**src/rtl/huffman_encoder.sv**
```systemverilog
// huffman_encoder: three-symbol Huffman encoder; HUFF_STATE_OUT_EN exposes the FSM state on io_out[11:9].
module huffman_encoder #(
  parameter int CHAR_COUNT = 3,
  parameter int FREQ_W = 3,
  parameter int CODE_W = 3
) (
  input  logic        clk,
  input  logic        reset,
  input  logic [11:0] io_in,
  output logic [11:0] io_out
);
  localparam logic [2:0] IDLE = 3'd0, MERGE1 = 3'd1, MERGE2 = 3'd2, ENCODE = 3'd3, OUT = 3'd4;
  logic [2:0] st, ocnt, st_out;
  logic [1:0] cnt, rem, r, s0, s1, osym;
  logic [7:0] chr [CHAR_COUNT];
  logic [FREQ_W-1:0] frq [CHAR_COUNT];
  logic [CODE_W-1:0] code [CHAR_COUNT];
  logic [CODE_W-1:0] mask [CHAR_COUNT];
  logic [4:0] nf3;
  logic b3, s1_0, s2_0, s2_1;
`ifdef HUFF_STATE_OUT_EN
  always_comb st_out = st;
`else
  always_comb st_out = 3'b0;
`endif
  // x_y: node x counts as smaller than node y (ties favour the higher index)
  always_comb begin
    s1_0 = frq[1] <= frq[0];
    s2_0 = frq[2] <= frq[0];
    s2_1 = frq[2] <= frq[1];
    r = (s1_0 && s2_0) ? 2'd0 : (!s1_0 && s2_1) ? 2'd1 : 2'd2;
    s0 = r == 2'd0 ? (s2_1 ? 2'd2 : 2'd1) : r == 2'd1 ? (s2_0 ? 2'd2 : 2'd0) : (s1_0 ? 2'd1 : 2'd0);
    s1 = 2'd3 - r - s0;
    osym = ocnt[2:1];
  end
  always_ff @(posedge clk) begin
    if (reset) begin
      st <= IDLE;
      cnt <= '0;
      ocnt <= '0;
      rem <= '0;
      nf3 <= '0;
      b3 <= 1'b0;
      io_out <= '0;
      for (int i = 0; i < CHAR_COUNT; i++) begin
        chr[i] <= '0;
        frq[i] <= '0;
        code[i] <= '0;
        mask[i] <= '0;
      end
    end else begin
      io_out <= {st_out, 9'b0};
      case (st)
        IDLE: if (io_in[11]) begin
          chr[cnt] <= io_in[7:0];
          frq[cnt] <= io_in[10:8];
          cnt <= cnt == 2'(CHAR_COUNT - 1) ? 2'd0 : cnt + 2'd1;
          if (cnt == 2'(CHAR_COUNT - 1)) st <= MERGE1;
        end
        MERGE1: begin
          code[s0] <= 3'b000;
          code[s1] <= 3'b001;
          mask[s0] <= 3'b011;
          mask[s1] <= 3'b011;
          rem <= r;
          nf3 <= 5'(frq[s0]) + 5'(frq[s1]);
          st <= MERGE2;
        end
        MERGE2: begin
          b3 <= nf3 > 5'(frq[rem]);
          st <= ENCODE;
        end
        ENCODE: begin
          // prefix the node-3 subtree with its root edge; the lone leaf takes the other edge
          for (int i = 0; i < CHAR_COUNT; i++) begin
            if (2'(i) == rem) begin
              code[i] <= {2'b00, ~b3};
              mask[i] <= 3'b001;
            end else code[i] <= {1'b0, b3, code[i][0]};
          end
          ocnt <= '0;
          st <= OUT;
        end
        OUT: begin
          io_out <= {st_out, 1'b1, ocnt[0] ? {2'b00, mask[osym], code[osym]} : chr[osym]};
          ocnt <= ocnt + 3'd1;
          if (ocnt == 3'd5) st <= IDLE;
        end
        default: st <= IDLE;
      endcase
    end
  end
endmodule

```
**config.mk**
```make
export PLATFORM = sky130hd
export DESIGN_NAME = huffman_encoder
export DESIGN_NICKNAME = d
export VERILOG_FILES = /design/src/rtl/huffman_encoder.sv
export SDC_FILE = /design/constraint.sdc
export NUM_CORES = 1
export LEC_CHECK = 0
export CORE_ASPECT_RATIO = 1.4
export CORE_UTILIZATION = 38
export CTS_CLUSTER_SIZE = 12
export DETAILED_ROUTE_END_ITERATION = 10
export PLACE_DENSITY = 0.58
export SYNTH_ARGS = -nofsm -noshare
export SYNTH_HDL_FRONTEND = slang
export SYNTH_SLANG_ARGS = --single-unit
```
**constraint.sdc**
```tcl
create_clock -name clk -period 4 [get_ports clk]
set_input_delay 1.2 -clock clk [delete_from_list [all_inputs] [get_ports clk]]
set_output_delay 1.2 -clock clk [all_outputs]
set_load 0.005 [all_outputs]
```
* Yosys cells after proc, flatten, opt, wreduce, memory -nomap -nowiden
Memories as Yosys holds them, arrays and structs flattened. A register that Yosys moved wholly into a read port is not among the register bits.
Index checks and enable logic that the tools add are counted.
** Word-level totals
- Flip-flop bits (word level) :: 28
- Output and inout port bits :: 12
- Memory bits (writable) :: 45
- Logic and storage cells :: 157
- Memories :: 4
- Latch bits :: 0
- Bits in read-only memories :: 0
** Memories
- chr :: depth 3, bits a word 8, rd ports 1, clocked after Yosys merged registers in 1, write ports 3, RTL line 15 : logic [7:0] chr [CHAR_COUNT];
- frq :: depth 3, bits a word 3, rd ports 6, clocked after Yosys merged registers in 1, write ports 3, RTL line 16 : logic [FREQ_W-1:0] frq [CHAR_COUNT];
- code :: depth 3, bits a word 2, rd ports 1, clocked after Yosys merged registers in 1, write ports 3, RTL line 17 : logic [CODE_W-1:0] code [CHAR_COUNT];
- mask :: depth 3, bits a word 2, rd ports 1, clocked after Yosys merged registers in 1, write ports 3, RTL line 18 : logic [CODE_W-1:0] mask [CHAR_COUNT];
** Cells by class
- Equal/unequal tests :: 15
- Mux-type cells :: 86
- Magnitude comparators :: 4
- Reduce and logical (&&, ||, !) cells :: 20
- Bitwise operators :: 14
- Shift operators :: 0
- $add $sub $neg :: 5
- $mul :: 0
- Div/mod/pow operators :: 0
** Operators by type and width (count)
- two-way mux 2 bit :: 33
- two-way mux 1 bit :: 44
- two-way mux 8 bit :: 2
- case mux 3 bit (5 select lines) :: 1
- two-way mux 3 bit :: 4
- OR 1 bit :: 12
- OR reduction 2 bit :: 5
- less-or-equal comparator 3 bit :: 3
- two-way mux 9 bit :: 1
- AND reduction 2 bit :: 4
- OR reduction 8 bit :: 1
- == test 3 x 2 -> 1 bit (second input constant) :: 2
- == test 3 bit (second input constant) :: 2
- inequality test 2 bit (second input constant) :: 3
- case mux 3 bit (2 select lines) :: 1
- OR reduction 3 bit :: 2
- greater-than comparator 5 x 3 -> 1 bit :: 1
- adder 3 x 3 -> 4 bit :: 1
- logical NOT 2 bit :: 2
- adder 3 x 1 -> 3 bit (second input constant) :: 1
- == test 3 x 1 -> 1 bit (second input constant) :: 1
- logical NOT 3 bit :: 1
- inequality test 0 bit :: 3
- AND reduction 3 bit :: 1
- other kinds (11) :: 13

* Depth between registers and ports, before layout
An unclocked memory read counts as a cell.
- Depth after elaboration :: 12
- Depth in mapped cells :: 18
- Depth with buffers taken out :: 17

* Worst setup path after synthesis
No wires, ideal clock.
- Path kind :: register to register
- Start :: mem frq[2][1]
- End :: reg nf3[2]
- Stages on the path, launching flop included :: 15
- Slack :: 172 ps
- Buffers on the path :: 1
- Setup time :: 128 ps
- Data arrival time :: 3700 ps
- Required time :: 3872 ps
- Cells stage by stage :: edfxtp_1 > ha_1 > a211oi_1 > o22ai_1 > nand2_1 > inv_1 > ha_1 > clkbuf_1 > or4_4 > and4_4 > mux4_2 > fa_1 > xnor2_1 > mux2i_1 > nor2_1
** RTL lines
- start: declaration :: RTL line 16
- end signal: assignment :: RTL line 66 : nf3 <= 5'(frq[s0]) + 5'(frq[s1]);
- end: declaration :: RTL line 19 : logic [4:0] nf3;

==> summary.md <==
| Metric | Value |
|---|---|
| Ant. Diodes | `0` |
| Unrepaired setup endpoints after global routing | `no` |
| Num CTS Buffers | `9` |
| Worst-Skew Late Latency | `approximately 0.34 ns` |
| Setup bufs post-CTS | `0` |
| FFs w/ async S/R, synth | `0%` |
| Post-route minimum period | `around 3.8 ns` |
| Die W | `around 91 µm` |
| Fraction of layout cells with a size suffix above 1 | `13.86%` |
| Chip height | `126.8 µm` |
| Root Buffer | `clkbuf_16` |
| DIE AREA | `about 12,000 µm²` |
| Post-CTS sizing | `0` |
| Highest clock rate | `264.3 MHz` |
| Largest net degree at the start of global routing | `25` |
| Final nets | `432` |
| Drt total wl | `~8.9 mm` |
| Setup Skew | `0.01153 ns` |
| DRT iter0 DRCs | `~180` |
| Residual DRC | `0` |
| Final Max Slew Viols | `0` |
| Hold Crit Class | `register to register` |
| Crit start category | `register` |
| Initial Util | `just under 40%` |
| Sequential Area | `between 2000 and 2500 µm²` |
| Hold WS | `0.4515 ns` |
| Initial antenna violation count | `0` |
| IO Port Bufs | `22` |
| Worst-margin pin slew | `0.8145 ns` |
| Max clock buf depth | `2` |
| Yosys top cell area share | `between 30% and 40%` |
| Core area | `approximately 11,000 µm²` |
| H-tree level count | `3` |
| CTS Sinks | `between 80 and 90` |
| Hold Vio Cnt, Final | `0` |
| WP data required | `~4.2 ns` |
| Synthesized flop and latch total | `86` |
| DR vias | `2,872` |
| GPL Wtd Cong | `roughly 0.86` |
| YS warnings | `0` |
| Synth Flop Type | `edfxtp_1` |
| Setup_tns | `0 ns` |
| Post-Syn Area | `roughly 4200 µm²` |
| HPWL Detailed | `about 6.4 mm` |
| Seq/Total Area, Yosys | `51.14%` |
| Placed Cells | `529` |
| Synth-to-Final Area Change | `16.42%` |
| Synth Instances | `around 370` |
| Routed wire per std cell | `around 16 µm` |
| Post-CTS Hold Buffers | `0` |
| Fillers | `between 1,000 and 1,500` |
| First-pass GRT wire length | `~15 mm` |
| Crit Path Category | `register to register` |
| Worst VDD drop | `0.3201 mV` |
| Max cap viols | `0` |
| Fin util | `a little under half` |
| Synth unique cells | `between 50 and 60` |
| DR pass1 iterations | `4` |
| Tot GR Track Use | `about 17%` |
| Clk slew on worst S/H paths | `~0.070 ns` |
| Top post-synthesis cells by area | `edfxtp_1 (31%), dfxtp_1 (20%), mux4_2 (9.1%)` |
| Most numerous cell in the Yosys netlist | `edfxtp_1` |
| ANT nets after route | `0` |
| CTS tree | `yes` |
| Multi-input gate area | `between 1500 and 2000 µm²` |
| Avg Synthesized Cell Area | `roughly 11 µm²` |
| Layout Cells excl Fill | `545` |
| Status | `complete, no violations` |
| Critical Path Fanout Max | `7` |
| Fin crit share | `94.59%` |
| LEAKAGE | `about 1.8 nW` |
| Row count | `45` |
| Io pins | `26` |
| Crit. End Element | `register` |
| Cell area power density | `roughly 440 nW/µm²` |
| Via-to-Cell Ratio | `5.270` |
| Post-synth EDFFs | `44` |
| Synth top cells by count | `edfxtp_1 (44), dfxtp_1 (42), and2_1 (33)` |
| Vias in the first global route | `approximately 3,000` |
| Max-slew headroom | `a little under half` |
| Final setup viols | `0` |
| Crit path DAT | `~4 ns` |
| Cell taking the most area after synthesis | `edfxtp_1` |
| Total gr overflow | `0` |
-- power breakdown --
group | total [mW] | switching, mW | internal [mW]
logic | 0.367 | 0.193 | 0.174
clock network | 0.825 | 0.383 | 0.442
registers | 0.983 | 0.0229 | 0.960
total | 2.18 | 0.599 | 1.58
-- state kept, by name (all words and copies together), names as in the netlist, named ones only --
signal,flops
frq,12
ocnt,3
code,8
mask,6
chr,32
st,3
b3,1
cnt,2
rem,2
io_out,9
nf3,4
-- cells by family (layout without fill, tap and decap cells) --
logic type                 Yosys count  in the layout  share of synthesized area [%]
and+or+nand+nor                    124            124                          15.69
DFF                                 86             86                          51.14
AOI/OAI and AO/OA                   71             71                          11.33
buffers and inverters               43             72                          4.113
muxes                               26             26                          11.22
adders and majority gates           19             19                          5.801
xor gates and xnor gates             3              3                         0.6216
other                                1              3                        0.08870
-- final timing paths --
path / start / end / slack (ns) / depth (start not counted)
max: frq[0][1] / nf3[2] / 0.22 / 16
min: code[3][1] / code[3][1] / 0.45 / 1
max reg2reg: frq[0][1] / nf3[2] / 0.22 / 16
min reg2reg: code[3][1] / code[3][1] / 0.45 / 1
-- placed cells by master, fill, tap and decap left out, drive strengths merged, types with 3 or more instances in the layout --
master,count
clkbuf,9
o211ai,3
nand3,7
or2,6
edfxtp,44
and2,33
conb,3
o221ai,3
a31oi,5
clkdlybuf4s50,22
or3,3
nor3,6
buf,10
o21ai,21
nor2b,6
dfxtp,42
mux2i,8
xnor2,3
o21a,3
inv,28
nor2,25
a211oi,8
nand2,21
nand2b,8
mux4,17
a21oi,12
ha,18
-- critical path, stage by stage, from the launching register on --
cell and delay, ns:
edfxtp_1 0.40, inv_1 0.11, ha_1 0.30, nor2b_1 0.13, o21a_1 0.17, o21ai_2 0.08
buf_4 0.17, nand2_1 0.10, inv_1 0.05, ha_1 0.20, or4_4 0.54, and4_4 0.24
mux4_2 0.44, fa_1 0.42, xnor2_1 0.13, mux2i_1 0.13, nor2_1 0.05
-- layer usage --
| metal | vias up | wire (µm) | track usage (%) |
|---|---|---|---|
| met4 | 0 | 214 | 7.470 |
| met5 | - | 0 | 0 |
| met2 | 54 | 4586 | 29.72 |
| met3 | 17 | 241 | 2.818 |
| met1 | 1395 | 3859 | 19.31 |
| li1 | 1406 | - | - |
-- cell type report --
| cell class | instances | area share (%) |
|---|---|---|
| Inverter | 24 | 1.830 |
| Tap cell | 141 | 3.584 |
| Sequential cell | 86 | 43.92 |
| Clock inverter | 7 | 1.500 |
| Timing Repair Buffer | 32 | 5.999 |
| Clock buffer | 9 | 4.575 |
| Multi-Input combinational cell | 246 | 38.59 |
-- metrics by stage --
stage                     setup slack [ns]  cell area, µm²  total power, mW
final                               0.2162            4922            2.175
after global placement              0.2916            4623            1.369
after global routing              0.002899            4922            2.273
after detailed placement            0.2273            4623            1.374
after floorplan                     0.1721            4235            1.264
after CTS                           0.2095            4922            2.195
Power figures use the tool's default switching activity.
==> edit: new RTL, same settings <==
Register the output `io_out` once more, with the module's reset; this adds one clock of latency there.
--- a/src/rtl/huffman_encoder.sv
+++ b/src/rtl/huffman_encoder.sv
@@ -10,6 +10,8 @@
   output logic [11:0] io_out
 );
   localparam logic [2:0] IDLE = 3'd0, MERGE1 = 3'd1, MERGE2 = 3'd2, ENCODE = 3'd3, OUT = 3'd4;
+
+  logic [11:0] io_s0;
   logic [2:0] st, ocnt, st_out;
   logic [1:0] cnt, rem, r, s0, s1, osym;
   logic [7:0] chr [CHAR_COUNT];
@@ -41,7 +43,7 @@
       rem <= '0;
       nf3 <= '0;
       b3 <= 1'b0;
-      io_out <= '0;
+      io_s0 <= '0;
       for (int i = 0; i < CHAR_COUNT; i++) begin
         chr[i] <= '0;
         frq[i] <= '0;
@@ -49,7 +51,7 @@
         mask[i] <= '0;
       end
     end else begin
-      io_out <= {st_out, 9'b0};
+      io_s0 <= {st_out, 9'b0};
       case (st)
         IDLE: if (io_in[11]) begin
           chr[cnt] <= io_in[7:0];
@@ -82,7 +84,7 @@
           st <= OUT;
         end
         OUT: begin
-          io_out <= {st_out, 1'b1, ocnt[0] ? {2'b00, mask[osym], code[osym]} : chr[osym]};
+          io_s0 <= {st_out, 1'b1, ocnt[0] ? {2'b00, mask[osym], code[osym]} : chr[osym]};
           ocnt <= ocnt + 3'd1;
           if (ocnt == 3'd5) st <= IDLE;
         end
@@ -90,5 +92,13 @@
       endcase
     end
   end
+  always_ff @(posedge clk) begin
+    if (reset) begin
+      io_out <= '0;
+    end else begin
+      io_out <= io_s0;
+    end
+  end
+
 endmodule
 
Behaviour: not the same (a bounded check fails within 10 cycles, from zero or initial values and one cycle with reset high).
==> edit against the unedited design <==
Final area rose by 6.4%. Critical path depth down 2. Wire length up 4.4%. Sequential cell count grew 9. Clock power down 2%. Global-route usage is 0.25 points lower. Sequential share of layout area grew 0.82 points. Power up 5.3%. Sequential power rose by 9%. Setup slack better by 0.0059 ns. Area after synthesis grew 7.0%. Critical endpoint is now nf3[1].
==> edit: results (changes against the unedited design) <==
worst r2r src -> frq[2][1] (was frq[0][1])
final-stage net count -> 448 (was 432)
antenna violations before repair -> 0 (unchanged)
Post-Route WL -> 9290 um (was 8900 um)
Critical Path Source Type -> flop (unchanged)
sequential fraction of the synthesis area -> 51.8% (was 51.1%)
post-DR vias/cell -> 5.29 (was 5.27)
WL met3 -> 251 um (was 241 um)
Fillers -> 1040 (was 1010)
ys async rst share -> 0% (unchanged)
Routed met2 length -> 4910 um (was 4590 um)
main flop type after synthesis -> dfxtp_1 (was edfxtp_1)
Worst path max stage delay -> 0.49 ns (was 0.54 ns)
Top Registers -> chr x32, frq x12 (was chr x32, frq x12, io_out x9)
Peak supply drop -> 0.239 mV (was 0.320 mV)
port bufs -> 22 (unchanged)
Post-synth top cells -> dfxtp_1 (51), edfxtp_1 (44), and2_1 (34) (was edfxtp_1 (44), dfxtp_1 (42), and2_1 (33))
first drt pass iteration count -> 5 (was 4)
vias in the first global route -> 3009 (was 2963)
Antenna diodes -> 0 (unchanged)
CP max stage cell -> edfxtp_1 (was or4_4)
final clock skew -> 0.00820 ns (was 0.0115 ns)
first-pass GRT wire length -> 15200 um (was 14700 um)
gr usage total -> 16.3% (was 16.6%)
Worst Path Max Fanout -> 7 (unchanged)
layout cells sized above 1 -> 14.3% (was 13.9%)
status -> completed (unchanged)
relative slew slack -> 49.6% (was 45.6%)
top post-synthesis cells by area -> edfxtp_1 (29%), dfxtp_1 (23%), mux4_2 (6.5%) (was edfxtp_1 (31%), dfxtp_1 (20%), mux4_2 (9.1%))
DRT met1 WL -> 3930 um (was 3860 um)
Final GP Congestion -> 0.861 (was 0.864)
clk slew on worst S/H paths -> 0.07 ns (about the same)
Synth cell types -> 50 (was 51)
arrival time at the worst endpoint -> 4.05 ns (was 4.00 ns)
synth warn -> 0 (unchanged)
HPWL after DPL -> 6640 um (was 6400 um)
Leak -> 1.94 nW (was 1.80 nW)
pin count of the biggest net entering global routing -> 31 (was 25)
H-Tree Level Count -> 3 (unchanged)
Hold Path Origin -> io_s0[6] (was code[3][1])
initial drt markers -> 186 (was 175)
==> edit: changes by cell type after synthesis, sizes merged, moves of 3 or more <==
cell	before	now
or3	3	0
nand2	21	17
nand3	7	14
nor2b	6	17
o21ai	21	18
dfxtp	42	51
nor2	25	21
a211oi	8	5
==> edit: cell families after synthesis <==
kind of cell / after synthesis / synth area share [%]
buffers and inverters: 42 / 3.82
other: 1 / 0.0829
muxes: 28 / 11.3
xor gates and xnor gates: 3 / 0.581
DFF: 95 / 51.8
and+or+nand+nor: 124 / 14.7
AOI/OAI and AO/OA: 72 / 12.4
adders and majority gates: 19 / 5.42
==> edit: routing by layer <==
| metal | up-vias | global-route usage [%] |
|---|---|---|
| li1 | 1448 | - |
| met1 | 1463 | 19.7 |
| met3 | 14 | 3.18 |
| met2 | 61 | 27.8 |
| met4 | 0 | 6.92 |
| met5 | - | 0 |
==> edit: path summary, 6_finish.rpt <==
kind	endpoint	slack, ns	depth (start not counted)
worst min register to register	io_out[6]	0.44	1
worst max register to register	nf3[1]	0.22	14
worst min-delay path	io_out[6]	0.44	1
worst max-delay path	nf3[1]	0.22	14
==> edit: critical path: cells and delay by family (launching register included) <==
family,cells,cell delay (ns)
adder cells (fa/ha/maj),4,1.27
AND/OR/NAND/NOR,4,0.65
multiplexers,2,0.43
flip-flops,1,0.49
buffers and inverters,2,0.13
AO/OA/AOI/OAI,2,0.75
==> edit: per-stage QoR <==
step	std cells	power, mW	util, %	cell area, sq um	worst slack, ns
5_1_grt	564	2.39	45.7	5240	0.0112
3_5_place_dp	541	1.48	42.8	4900	0.0237
3_3_place_gp	541	1.47	42.8	4900	0.215
6_report	564	2.29	45.7	5240	0.222
2_1_floorplan	386	1.37	-	4530	0.268
4_1_cts	557	2.29	45.2	5180	0.00857
==> edit: repair_timing <==
action	in CTS	in global routing
gates resized for setup	0	4
buffers inserted	0	7
hold buffers	0	0
endpoints found under the setup margin	0	3
==> edit: power by group <==
group          leakage, nW  switching, mW  internal (mW)
Clock                0.139          0.372          0.433
Sequential           0.854         0.0223           1.05
Combinational        0.943          0.223          0.190
Total                 1.94          0.618           1.67
==> edit: cell type report <==
| type | instances | area (sq um) | area share (%) |
|---|---|---|---|
| inverter | 24 | 90.1 | 1.72 |
| tap | 144 | 180 | 3.44 |
| multi-input combinational | 249 | 2020 | 38.6 |
| sequential | 95 | 2340 | 44.7 |
| clock inverter | 6 | 48.8 | 0.932 |
| timing repair buffer | 36 | 325 | 6.21 |
| clock buffer | 10 | 230 | 4.40 |
